File: src/rtl/uart_tx_arbiter.sv
// uart_tx_arbiter
// Shares one UART transmitter between requester 0 (CPU MMIO) and
// requester 1 (result-dump engine). Each accepted 16-bit word is sent as
// one or two bytes through the TX_EN / TX_STATUS handshake, and the two
// requesters are granted round-robin.
//
// Build option: define UART_TX_TIMEOUT_EN to bound the wait for TX_STATUS
// to fall after a start pulse and to enable the sticky err_timeout flag.
//
// state        | meaning
// -------------+----------------------------------------------------------
// ST_IDLE      | no transfer; ready offered to the selected requester
// ST_SEND      | byte pending; pulse TX_EN once the transmitter is idle
// ST_WAIT_LOW  | pulse issued; waiting for the transmitter to go busy
// ST_WAIT_HIGH | transmitter busy; waiting for it to return to idle
module uart_tx_arbiter #(
    parameter int TIMEOUT   = 16,
    parameter int LSB_FIRST = 1
) (
    input  logic        clk,
    input  logic        reset,
    input  logic        req0_valid,
    input  logic [15:0] req0_data,
    input  logic        req0_two,
    output logic        req0_ready,
    input  logic        req1_valid,
    input  logic [15:0] req1_data,
    input  logic        req1_two,
    output logic        req1_ready,
    input  logic        TX_STATUS,
    output logic        TX_EN,
    output logic [7:0]  UART_TXD,
    output logic        busy,
    output logic        grant,
    input  logic        err_clr,
    output logic        err_timeout
);

    typedef enum logic [1:0] {
        ST_IDLE,
        ST_SEND,
        ST_WAIT_LOW,
        ST_WAIT_HIGH
    } state_t;

    state_t      state_q;
    logic [15:0] hold_q;
    logic [1:0]  cnt_q;
    logic        tx_en_q;
    logic [7:0]  txd_q;
    logic        busy_q;
    logic        grant_q;
    logic        last_q;

    logic        sel;
    logic        accept;
    logic [7:0]  cur_byte;
    logic [15:0] hold_shift_d;

    // Pick the requester to offer ready to; on a tie the one not served last wins.
    always_comb begin
        sel = 1'b0;
        if (req0_valid && req1_valid) begin
            sel = ~last_q;
        end else if (req1_valid) begin
            sel = 1'b1;
        end
    end

    assign req0_ready = (state_q == ST_IDLE) && req0_valid && !sel;
    assign req1_ready = (state_q == ST_IDLE) && req1_valid && sel;
    assign accept     = req0_ready || req1_ready;

    // The byte to send is always taken from the same end of the hold register;
    // after the first byte the register shifts the second byte into that slot.
    always_comb begin
        if (LSB_FIRST != 0) begin
            cur_byte     = hold_q[7:0];
            hold_shift_d = {8'h00, hold_q[15:8]};
        end else begin
            cur_byte     = hold_q[15:8];
            hold_shift_d = {hold_q[7:0], 8'h00};
        end
    end

`ifdef UART_TX_TIMEOUT_EN
    localparam logic [7:0] TMO_LOAD = 8'(TIMEOUT - 1);

    logic [7:0] tmo_q;
    logic       err_q;
    logic       tmo_fire;

    // Down-counter reaches zero after TIMEOUT cycles in WAIT_LOW without TX_STATUS falling.
    assign tmo_fire = (state_q == ST_WAIT_LOW) && TX_STATUS && (tmo_q == 8'd0);

    // Sticky timeout flag; a new timeout beats a simultaneous clear.
    always_ff @(posedge clk) begin
        if (reset) begin
            err_q <= 1'b0;
        end else if (tmo_fire) begin
            err_q <= 1'b1;
        end else if (err_clr) begin
            err_q <= 1'b0;
        end
    end

    assign err_timeout = err_q;
`else
    logic unused_tmo;
    assign unused_tmo  = ^{err_clr, (TIMEOUT != 0)};
    assign err_timeout = 1'b0;
`endif

    // Arbitration and byte sequencing FSM with registered transmitter outputs.
    always_ff @(posedge clk) begin
        if (reset) begin
            state_q <= ST_IDLE;
            hold_q  <= 16'h0000;
            cnt_q   <= 2'd0;
            tx_en_q <= 1'b0;
            txd_q   <= 8'h00;
            busy_q  <= 1'b0;
            grant_q <= 1'b1;
            last_q  <= 1'b1;
`ifdef UART_TX_TIMEOUT_EN
            tmo_q   <= 8'd0;
`endif
        end else begin
            tx_en_q <= 1'b0;
            case (state_q)
                ST_IDLE: begin
                    if (accept) begin
                        hold_q  <= sel ? req1_data : req0_data;
                        cnt_q   <= (sel ? req1_two : req0_two) ? 2'd2 : 2'd1;
                        grant_q <= sel;
                        busy_q  <= 1'b1;
                        state_q <= ST_SEND;
                    end
                end
                ST_SEND: begin
                    if (TX_STATUS) begin
                        txd_q   <= cur_byte;
                        tx_en_q <= 1'b1;
                        cnt_q   <= cnt_q - 2'd1;
`ifdef UART_TX_TIMEOUT_EN
                        tmo_q   <= TMO_LOAD;
`endif
                        state_q <= ST_WAIT_LOW;
                    end
                end
                ST_WAIT_LOW: begin
                    if (!TX_STATUS) begin
                        state_q <= ST_WAIT_HIGH;
                    end
`ifdef UART_TX_TIMEOUT_EN
                    else if (tmo_fire) begin
                        state_q <= ST_WAIT_HIGH;
                    end else begin
                        tmo_q <= tmo_q - 8'd1;
                    end
`endif
                end
                ST_WAIT_HIGH: begin
                    if (TX_STATUS) begin
                        if (cnt_q != 2'd0) begin
                            hold_q  <= hold_shift_d;
                            state_q <= ST_SEND;
                        end else begin
                            last_q  <= grant_q;
                            busy_q  <= 1'b0;
                            state_q <= ST_IDLE;
                        end
                    end
                end
                default: begin
                    state_q <= ST_IDLE;
                end
            endcase
        end
    end

    assign TX_EN    = tx_en_q;
    assign UART_TXD = txd_q;
    assign busy     = busy_q;
    assign grant    = grant_q;

endmodule
File: config.mk
export PLATFORM = sky130hd
export DESIGN_NAME = uart_tx_arbiter
export DESIGN_NICKNAME = d
export VERILOG_FILES = /design/src/rtl/uart_tx_arbiter.sv
export SDC_FILE = /design/constraint.sdc
export NUM_CORES = 1
export LEC_CHECK = 0
export CAP_MARGIN = 5
export CORE_ASPECT_RATIO = 1.5
export CORE_MARGIN = 3
export CORE_UTILIZATION = 50
export CTS_BUF_LIST = sky130_fd_sc_hd__clkbuf_4
export CTS_CLUSTER_SIZE = 28
export DETAILED_ROUTE_END_ITERATION = 10
export GPL_ROUTABILITY_DRIVEN = 0
export HOLD_SLACK_MARGIN = 0.03
export PLACE_DENSITY_LB_ADDON = 0.15
export SYNTH_ARGS = -nofsm -noshare
export SYNTH_HDL_FRONTEND = slang
export SYNTH_SLANG_ARGS = --single-unit
export TNS_END_PERCENT = 5
File: constraint.sdc
create_clock -name clk -period 3.9 [get_ports clk]
set_input_delay 0.585 -clock clk [delete_from_list [all_inputs] [get_ports clk]]
set_output_delay 0.585 -clock clk [all_outputs]
set_load 0.01 [all_outputs]
; ---- Yosys cells after proc, flatten, opt, wreduce, memory -nomap -nowiden
; Index checks and enable logic that the tools add are counted.
[word_totals]
register_bits = 32
in_bits = 40
out_inout_bits = 14
[classes]
addsub = 1
n_eq_ne = 9
mux = 23
bitwise_logic = 3
reduce_logical = 19
[ops]
columns = cell, n
row1 = two-way mux 16 bit, 4
row2 = one-hot mux 16 bit (2 select lines), 1
row3 = two-way mux 2 bit, 7
row4 = inequality test 2 bit (second input constant), 6
row5 = AND reduction 4 bit, 3
row6 = two-way mux 1 bit, 8
row7 = one-hot mux 2 bit (4 select lines), 1
row8 = AND reduction 3 bit, 2
row9 = nonzero test 2 bit, 3
row10 = logical AND 1 bit, 5
row11 = == test 2 bit (second input constant), 2
row12 = one-hot mux 2 bit (2 select lines), 1
row13 = AND reduction 2 bit, 2
row14 = NOT 1 bit, 3
row15 = == test 2 x 1 -> 1 bit (second input constant), 1
row16 = logical NOT 2 bit, 1
row17 = one-hot mux 1 bit (2 select lines), 1
row18 = OR reduction 2 bit, 1
row19 = subtractor 2 x 1 -> 2 bit (second input constant), 1
row20 = logical NOT 1 bit, 1
row21 = logical OR 1 bit, 1

; ---- Longest topological paths before layout
; Gate-level depths: netlist of run 1.
[logic_depth]
depth_word = 7
mapped_depth = 7
ltp_nobuf = 6

; ---- Worst setup path after synthesis of run 1
; No wires, ideal clock.
[synth_timing]
path_type = input-to-output
startpoint = in req1_valid
endpoint = out req1_ready
t_arrival_ns = 1.276
t_required_ns = 3.315
setup_slack_ns = 2.039
stages = 4
n_path_buf = 2
path_cell_list = a21boi_2 -> buf_4 -> buf_4 -> and2_1
[synth_via]
elab_chain_cells = 3
[synth_lines]
columns = element, line_no
row1 = "start, declared", 26  ; input logic req1_valid,
row2 = two-way mux 1 bit or logical AND 1 bit (tied branches), "65, 63"
row3 = two-way mux 1 bit, 63  ; if (req0_valid && req1_valid) begin
row4 = logical AND 1 bit *, 71  ; assign req1_ready = (state_q == ST_IDLE) && req1_valid && sel;
row5 = "end, declared", 29  ; output logic req1_ready,
; Every way passes the cells marked *; elsewhere a longest branch is shown, timed or not.

; ---- Final worst setup path of run 1
[layout_timing]
startpoint = in req0_valid
endpoint = out req0_ready
[layout_via]
elab_chain_cells = 4
[layout_lines]
columns = element, line_no
row1 = "start, declared", 22  ; input logic req0_valid,
row2 = logical AND 1 bit, 63
row3 = two-way mux 1 bit, 63
row4 = logical NOT 1 bit, 70  ; assign req0_ready = (state_q == ST_IDLE) && req0_valid && !sel;
row5 = logical AND 1 bit *, 70
row6 = "end, declared", 25  ; output logic req0_ready,
; Marks and branches as above.

==> results of run 1 <==
==> cells in the final DEF (no fill, tap or decap), drive strengths merged, types with 5 or more instances in the layout <==
cell           instances
clkbuf                 5
a211o                 10
nand3                  9
ha                     6
dfxtp                 32
and2                  10
clkdlybuf4s50         51
nor2b                 11
o41ai                  7
a211oi                 8
a21oi                 18
nand2                 44
==> cells in the mapped netlist, types with 2 or more instances <==
library cell,count,area share
ha_1,6,0.043
nor3_1,2,0.0058
dfxtp_1,32,0.37
a211oi_1,8,0.035
buf_2,3,0.0087
a21oi_1,18,0.052
and2_1,10,0.036
clkbuf_1,6,0.013
mux2i_1,3,0.017
nand3_1,9,0.026
o211ai_1,2,0.0087
inv_1,4,0.0087
nand2_1,44,0.095
nor2b_1,11,0.040
o41ai_1,7,0.035
buf_6,3,0.020
buf_4,4,0.017
nor2_1,4,0.0087
a211o_1,10,0.051
==> cell type report <==
type                    instances  area share
flip-flops and latches         32       0.285
well taps                      40      0.0222
multi-input cells             151       0.431
inverters                       5     0.00834
clock inverters                 2     0.00334
repair buffers                 53       0.233
clock buffers                   5      0.0167
==> path summary, 6_finish.rpt <==
path	cells past startpoint	end	slack, ns
worst max register to register	5	hold_q[7]	1.31
worst max-delay path	5	req0_ready	1.22
worst min register to register	2	hold_q[9]	0.46
worst min-delay path	2	hold_q[9]	0.46
==> metrics by stage <==
stage           util  hold WS, ns
3_5_place_dp   0.685        0.444
5_1_grt        0.699        0.471
6_report       0.699        0.457
2_1_floorplan      -        0.432
3_3_place_gp   0.685        0.442
4_1_cts        0.699        0.457
==> cell families (layout without fill, tap and decap cells) <==
kind of cell    Yosys count  count (layout)  synth area share
fa+ha+maj                 6               6            0.0434
other cells               1               1           0.00217
simple gates             83              83             0.224
flops                    32              32             0.370
compound gates           56              56             0.259
buf+inv                  21              65            0.0694
mux                       5               5            0.0325
==> registers in the layout (all words and copies together), names as in the netlist <==
| signal | cells |
|---|---|
| state_q | 2 |
| TX_EN | 1 |
| last_q | 1 |
| grant | 1 |
| busy | 1 |
| cnt_q | 2 |
| UART_TXD | 8 |
| hold_q | 16 |
==> tightest hold or removal path: cells and delay by family (launching register included) <==
| kind | cells | cell delay (ns) |
|---|---|---|
| flops | 1 | 0.32 |
| simple gates | 1 | 0.05 |
| compound gates | 1 | 0.05 |
==> metal layers <==
layer | share of wire | track usage | vias up
met5 | 0 | 0 | -
met4 | 0.026 | 0.102 | 0
met3 | 0.051 | 0.0512 | 10
met2 | 0.53 | 0.368 | 50
met1 | 0.39 | 0.243 | 728
li1 | - | - | 802
==> power by group <==
| part | total (µW) | switching, µW | internal [µW] |
|---|---|---|---|
| Sequential | 485 | 56.0 | 429 |
| Clock | 174 | 111 | 62.8 |
| Combinational | 654 | 358 | 295 |
==> metrics, run 1 <==
Rows=25; max incr delay on CP=0.57 ns; Non-Filler Instances=288; DIE WIDTH=54.1 µm; Storage cell area=641 µm²; Worst path slowest cell=clkdlybuf4s50_1; buffers added on ports=51; DP Wirelength=2.92 mm; cts repair resizes=0; crit path launch type=input pin; Layout area overhead=30.0%; power density cells=583 nW/µm²; DR iter-0 viols=52; placed insts=281; post-synthesis sequential area ratio=0.370; CP Max Fanout=19; Syn Std Cell Area=1730 µm²; clk sinks=32; first-pass GRT wire length=6.76 mm; Mean Syn Cell Area=8.49 µm²; DRC Markers=0; worst setup path startpoint=req0_valid; Final setup viols=0; DP Worst Slack=1.22 ns; multi-input logic area=971 µm²; min-delay worst type=reg -> reg; Max-slew headroom=0.319; TritonCTS Buffers=5; Post-synth EDFFs=0; die height=78.1 µm; endpoints failing hold=0; Clock Tree Buf Depth=2; critical path arrival=2.10 ns; crit end category=primary output; Yosys warning count=0; Cell Area, Placed=2210 µm²; HP Start=hold_q[9]; Design Area, Final=2250 µm²; # Max-Cap Violations=0; Root Buffer=clkbuf_4; Total Routed Length=4.20 mm; asr flop ratio synth=0; full die area=4220 µm²; CTS tree=done; Peak Freq=372 MHz; pin count of the biggest net entering global routing=33; n_diodes=0; fin. max-slew vios=0; CP Cell Sequence=clkdlybuf4s50_1 > a21boi_2 > buf_4 > nor2_1 > clkdlybuf4s50_1; gr ovfl total=0; Post CTS Setup Buffer Count=0; post-DR vias/cell=5.52; latest clock arrival within the worst-skew pair=0.34 ns; via count=1590; Worst-Margin Slew=1.02 ns; Unique masters post-synth=37; most frequent CP cell=clkdlybuf4s50_1; post-route ant nets=0; antenna violations before repair=0; status=finished clean; # IOs=54; Fin Setup TNS=0 ns; minimum clock period=2.68 ns; Syn Nets=250; RSZ-0062 raised after global routing=no; Synth Register Bits=32; fillers=278; Routed wire per std cell=14.6 µm; clock slew at reported path FFs=0.09 ns; CP required=3.31 ns; CP delay by family, top=buffers and inverters; layout cells sized above 1=0.0524; vias in the first global route=1511; worst r2r src=state_q[1]; Lkg Pwr=0.000862 µW; clock skew=0.0153 ns; H-tree depth=2; Final nets=294; post-cts hold buffer count=0; crit path buf inv count=3; Setup Crit Path Kind=in -> out; overall global routing resource usage=0.216; total chip power=1310 µW; Setup WS post-layout=1.22 ns; TritonRoute pass-1 iters=6; Initial Util=0.537; core region area=3220 µm²; Final Cycle Share=0.688; dominant synthesized flop cell=dfxtp_1; peak supply drop=0.000566 V; Post-Synthesis Cells=204
(Power assumes the default switching activity.)
==> run 2, diff against run 1 <==
- CORE_UTILIZATION: 50 -> 48
- clock period: 3.9 -> 2.8 ns (I/O delays scaled with it)
==> metrics, run 2 (synthesized netlist as in run 1, its figures left out) <==
Initial Util=0.502; DRC Markers=0; Peak Freq=417 MHz; buffers added on ports=51; Worst Reg-to-Reg Cells=7; # Max-Cap Violations=0; worst r2r src=state_q[0]; crit end category=primary output; total chip power=1860 µW; Post CTS Setup Buffer Count=0; hold depth=2; endpoints failing hold=0; DIE WIDTH=55.0 µm; FF-to-FF End=hold_q[14]; fillers=330; Total Routed Length=3.82 mm; vias in the first global route=1345; H-tree depth=2; overall global routing resource usage=0.190; CTS tree=done; TritonCTS Buffers=5; Rows=26; max reg flops=16; commonest non-fill, non-tap cell in the layout=clkdlybuf4s50_1; antenna violations before repair=0; minimum clock period=2.40 ns; latest clock arrival within the worst-skew pair=0.33 ns; Layout area overhead=33.1%; Clock Tree Buf Depth=2; status=finished clean; Setup Crit Path Kind=in -> out; Final setup viols=0; Fin Setup TNS=0 ns; HP Start=hold_q[4]; clock slew at reported path FFs=0.09 ns; flop-to-flop setup slack=0.73 ns; Final Cycle Share=0.856; Worst-Margin Slew=0.524 ns; CP required=2.38 ns; post-cts hold buffer count=0; DP Wirelength=2.90 mm; hold endpoint=UART_TXD[4]; pin count of the biggest net entering global routing=17; crit path launch type=input pin; critical path arrival=1.98 ns; die height=79.6 µm; final core utilization=0.668; min-delay worst type=reg -> reg; fin. max-slew vios=0; post-DR vias/cell=5.20; RSZ-0062 raised after global routing=no; largest reg by FF count=hold_q; TritonRoute pass-1 iters=4; clock skew=0.00635 ns; power density cells=808 nW/µm²; cts repair resizes=0; Final nets=300; first-pass GRT wire length=6.24 mm; layout cells sized above 1=0.0824; via count=1543; CP Max Fanout=5; full die area=4380 µm²; peak supply drop=0.000660 V; most frequent cells in the layout=clkdlybuf4s50_1, nand2_1, dfxtp_1, a21oi_1, nor2b_1; Routed wire per std cell=12.9 µm; clk sinks=32; Root Buffer=clkbuf_4; gr ovfl total=0; # IOs=54; post-route ant nets=0; DR iter-0 viols=30; n_diodes=0; Lkg Pwr=0.000898 µW; core region area=3450 µm²; Max-slew headroom=0.651
run 2: cell count changes in the layout (fill, tap and decap cells not counted):
cell      previous run  this run
clkinv_1             3         2
clkinv_2             0         2
buf_4                2         8
run 2: power breakdown:
| part | internal [µW] | total (µW) | switching (µW) |
|---|---|---|---|
| Clock | 91.9 | 248 | 156 |
| Combinational | 448 | 942 | 494 |
| Sequential | 598 | 672 | 74.2 |
| Total | 1140 | 1860 | 724 |
run 2: worst max-delay path by stage:
stage / from / to / slack [ns] / cells past startpoint
2_1_floorplan: state_q[1] / state_q[0] / 1.07 / 7
3_3_place_gp: req0_valid / req1_ready / 0.39 / 4
3_5_place_dp: req0_valid / req1_ready / 0.38 / 4
4_1_cts: req0_valid / req1_ready / 0.38 / 4
5_1_grt: req0_valid / req1_ready / 0.30 / 4
6_report: req0_valid / req1_ready / 0.40 / 4
run 2: worst max-delay path, stage by stage:
cell,delay [ns]
clkdlybuf4s50_1,0.49
a21boi_2,0.32
and2_1,0.20
clkdlybuf4s50_1,0.54
run 2: stage by stage:
step           hold WS, ns  cell area, µm²  setup slack [ns]  instances
2_1_floorplan        0.432            1730              1.07        204
4_1_cts              0.459            2300             0.381        297
3_5_place_dp         0.445            2250             0.385        289
6_report             0.456            2300             0.404        297
3_3_place_gp         0.439            2250             0.391        289
5_1_grt              0.475            2300             0.303        297
run 2: final cells by class:
cell class | count | area, µm² | share of cell area
Clock buffer | 5 | 37.5 | 0.0163
Clock inverter | 3 | 13.8 | 0.00597
Inverter | 5 | 18.8 | 0.00814
Multi-Input combinational cell | 151 | 971 | 0.421
Sequential cell | 32 | 641 | 0.278
Tap cell | 42 | 52.6 | 0.0228
Timing Repair Buffer | 59 | 571 | 0.248
run 2: per-layer routing:
layer  GRT usage  wire, µm
met5           0         0
met3      0.0336       150
met1       0.249      1650
met4      0.0657        62
met2       0.306      1960
==> run 3, diff against run 2 <==
==> constraint.sdc (replaced) <==
create_clock -name clk -period 2.8 [get_ports clk]
set_input_delay 0.84 -clock clk [delete_from_list [all_inputs] [get_ports clk]]
set_output_delay 0.84 -clock clk [all_outputs]
set_load 0.01 [all_outputs]
==> metrics, run 3 (synthesized netlist as in run 1, its figures left out) <==
Non-Filler Instances=302; Worst-Margin Slew=0.575 ns; final core utilization=0.688; clk sinks=32; CTS tree=done; antenna violations before repair=0; Peak Freq=391 MHz; gr ovfl total=0; DP Wirelength=2.99 mm; clock share of power=0.135; Sequential Power Share=0.349; power density cells=814 nW/µm²; endpoints failing hold=0; P_int=1200 µW; minimum clock period=2.56 ns; die height=79.6 µm; via count=1575; post-route ant nets=0; TritonCTS Buffers=5; Lkg Pwr=0.000948 µW; status=finished clean; worst hold slack=0.455 ns; max reg flops=16; CP Max Fanout=4; overall global routing resource usage=0.193; min-delay worst type=reg -> reg; core region area=3450 µm²; Final nets=305; first-pass GRT wire length=6.28 mm; H-tree depth=2; Comb pwr share=0.516; peak supply drop=0.000775 V; DR iter-0 viols=30; total chip power=1930 µW; n_diodes=0; CP required=1.96 ns; fin. max-slew vios=0; # IOs=54; RSZ-0062 raised after global routing=no; Final Cycle Share=0.913; NetSw=728 µW; placed insts=293; crit end category=primary output; clock skew=0.00520 ns; Final setup viols=0; commonest non-fill, non-tap cell in the layout=clkdlybuf4s50_1; Max-slew headroom=0.617; critical path arrival=1.72 ns; pin count of the biggest net entering global routing=33; DP Worst Slack=-0.315 ns; clock slew at reported path FFs=0.09 ns; most frequent cells in the layout=clkdlybuf4s50_1, nand2_1, dfxtp_1, a21oi_1, buf_4; TritonRoute pass-1 iters=4; Switching Fraction=0.377; DIE WIDTH=55.0 µm; Rows=26; Setup WS post-layout=0.245 ns; Initial Util=0.502; layout cells sized above 1=0.108; DRC Markers=0; fillers=310; post-cts hold buffer count=0; post-DR vias/cell=5.22; largest reg by FF count=hold_q; Setup Crit Path Kind=in -> out; full die area=4380 µm²; buffers added on ports=51; # Max-Cap Violations=0; Layout area overhead=36.9%; vias in the first global route=1436; crit path launch type=input pin; latest clock arrival within the worst-skew pair=0.32 ns; Clock Tree Buf Depth=2; Total Routed Length=3.91 mm; Routed wire per std cell=13.0 µm; Root Buffer=clkbuf_4
==> run 3: layout make-up <==
class | instances | area, µm² | area share
flip-flops and latches | 32 | 641 | 0.270
clock inverters | 1 | 3.75 | 0.00158
repair buffers | 64 | 622 | 0.262
well taps | 42 | 52.6 | 0.0222
multi-input cells | 151 | 981 | 0.414
inverters | 5 | 18.8 | 0.00792
clock buffers | 7 | 52.6 | 0.0222
==> run 3: path summary, 6_finish.rpt <==
path	start	slack [ns]	to	cells past startpoint
max	req0_valid	0.24	req1_ready	4
min	hold_q[9]	0.45	hold_q[9]	2
max reg2reg	state_q[1]	0.80	hold_q[15]	6
min reg2reg	hold_q[9]	0.45	hold_q[9]	2
==> run 3: critical path, stage by stage <==
cell             delay, ns
dlygate4sd2_1         0.28
a21boi_4              0.21
and2_4                0.17
clkdlybuf4s15_2       0.22
==> run 3: layer usage <==
metal / wire length [µm] / global-route usage
met5: 0 / 0
met4: 54 / 0.0730
met2: 2110 / 0.332
met1: 1600 / 0.227
met3: 144 / 0.0336
==> run 3: power by group through the flow <==
stage	registers, µW	logic [µW]	clock network (µW)
6_report	673	997	260
5_1_grt	687	1100	283
4_1_cts	673	1000	269
3_5_place_dp	683	1000	0
3_3_place_gp	678	988	0
2_1_floorplan	678	716	0
==> run 3: stage by stage <==
step	setup TNS, ns	cell area [µm²]
2_1_floorplan	0	1730
3_3_place_gp	-0.409	2300
3_5_place_dp	-0.448	2300
4_1_cts	0	2360
5_1_grt	0	2370
6_report	0	2370
==> run 3: timing repair <==
action                     CTS  global route
buffers inserted             0             1
setup endpoints to repair    2             1
hold endpoints to repair     0             0
resized for setup            6             2
pin swaps                    0             1
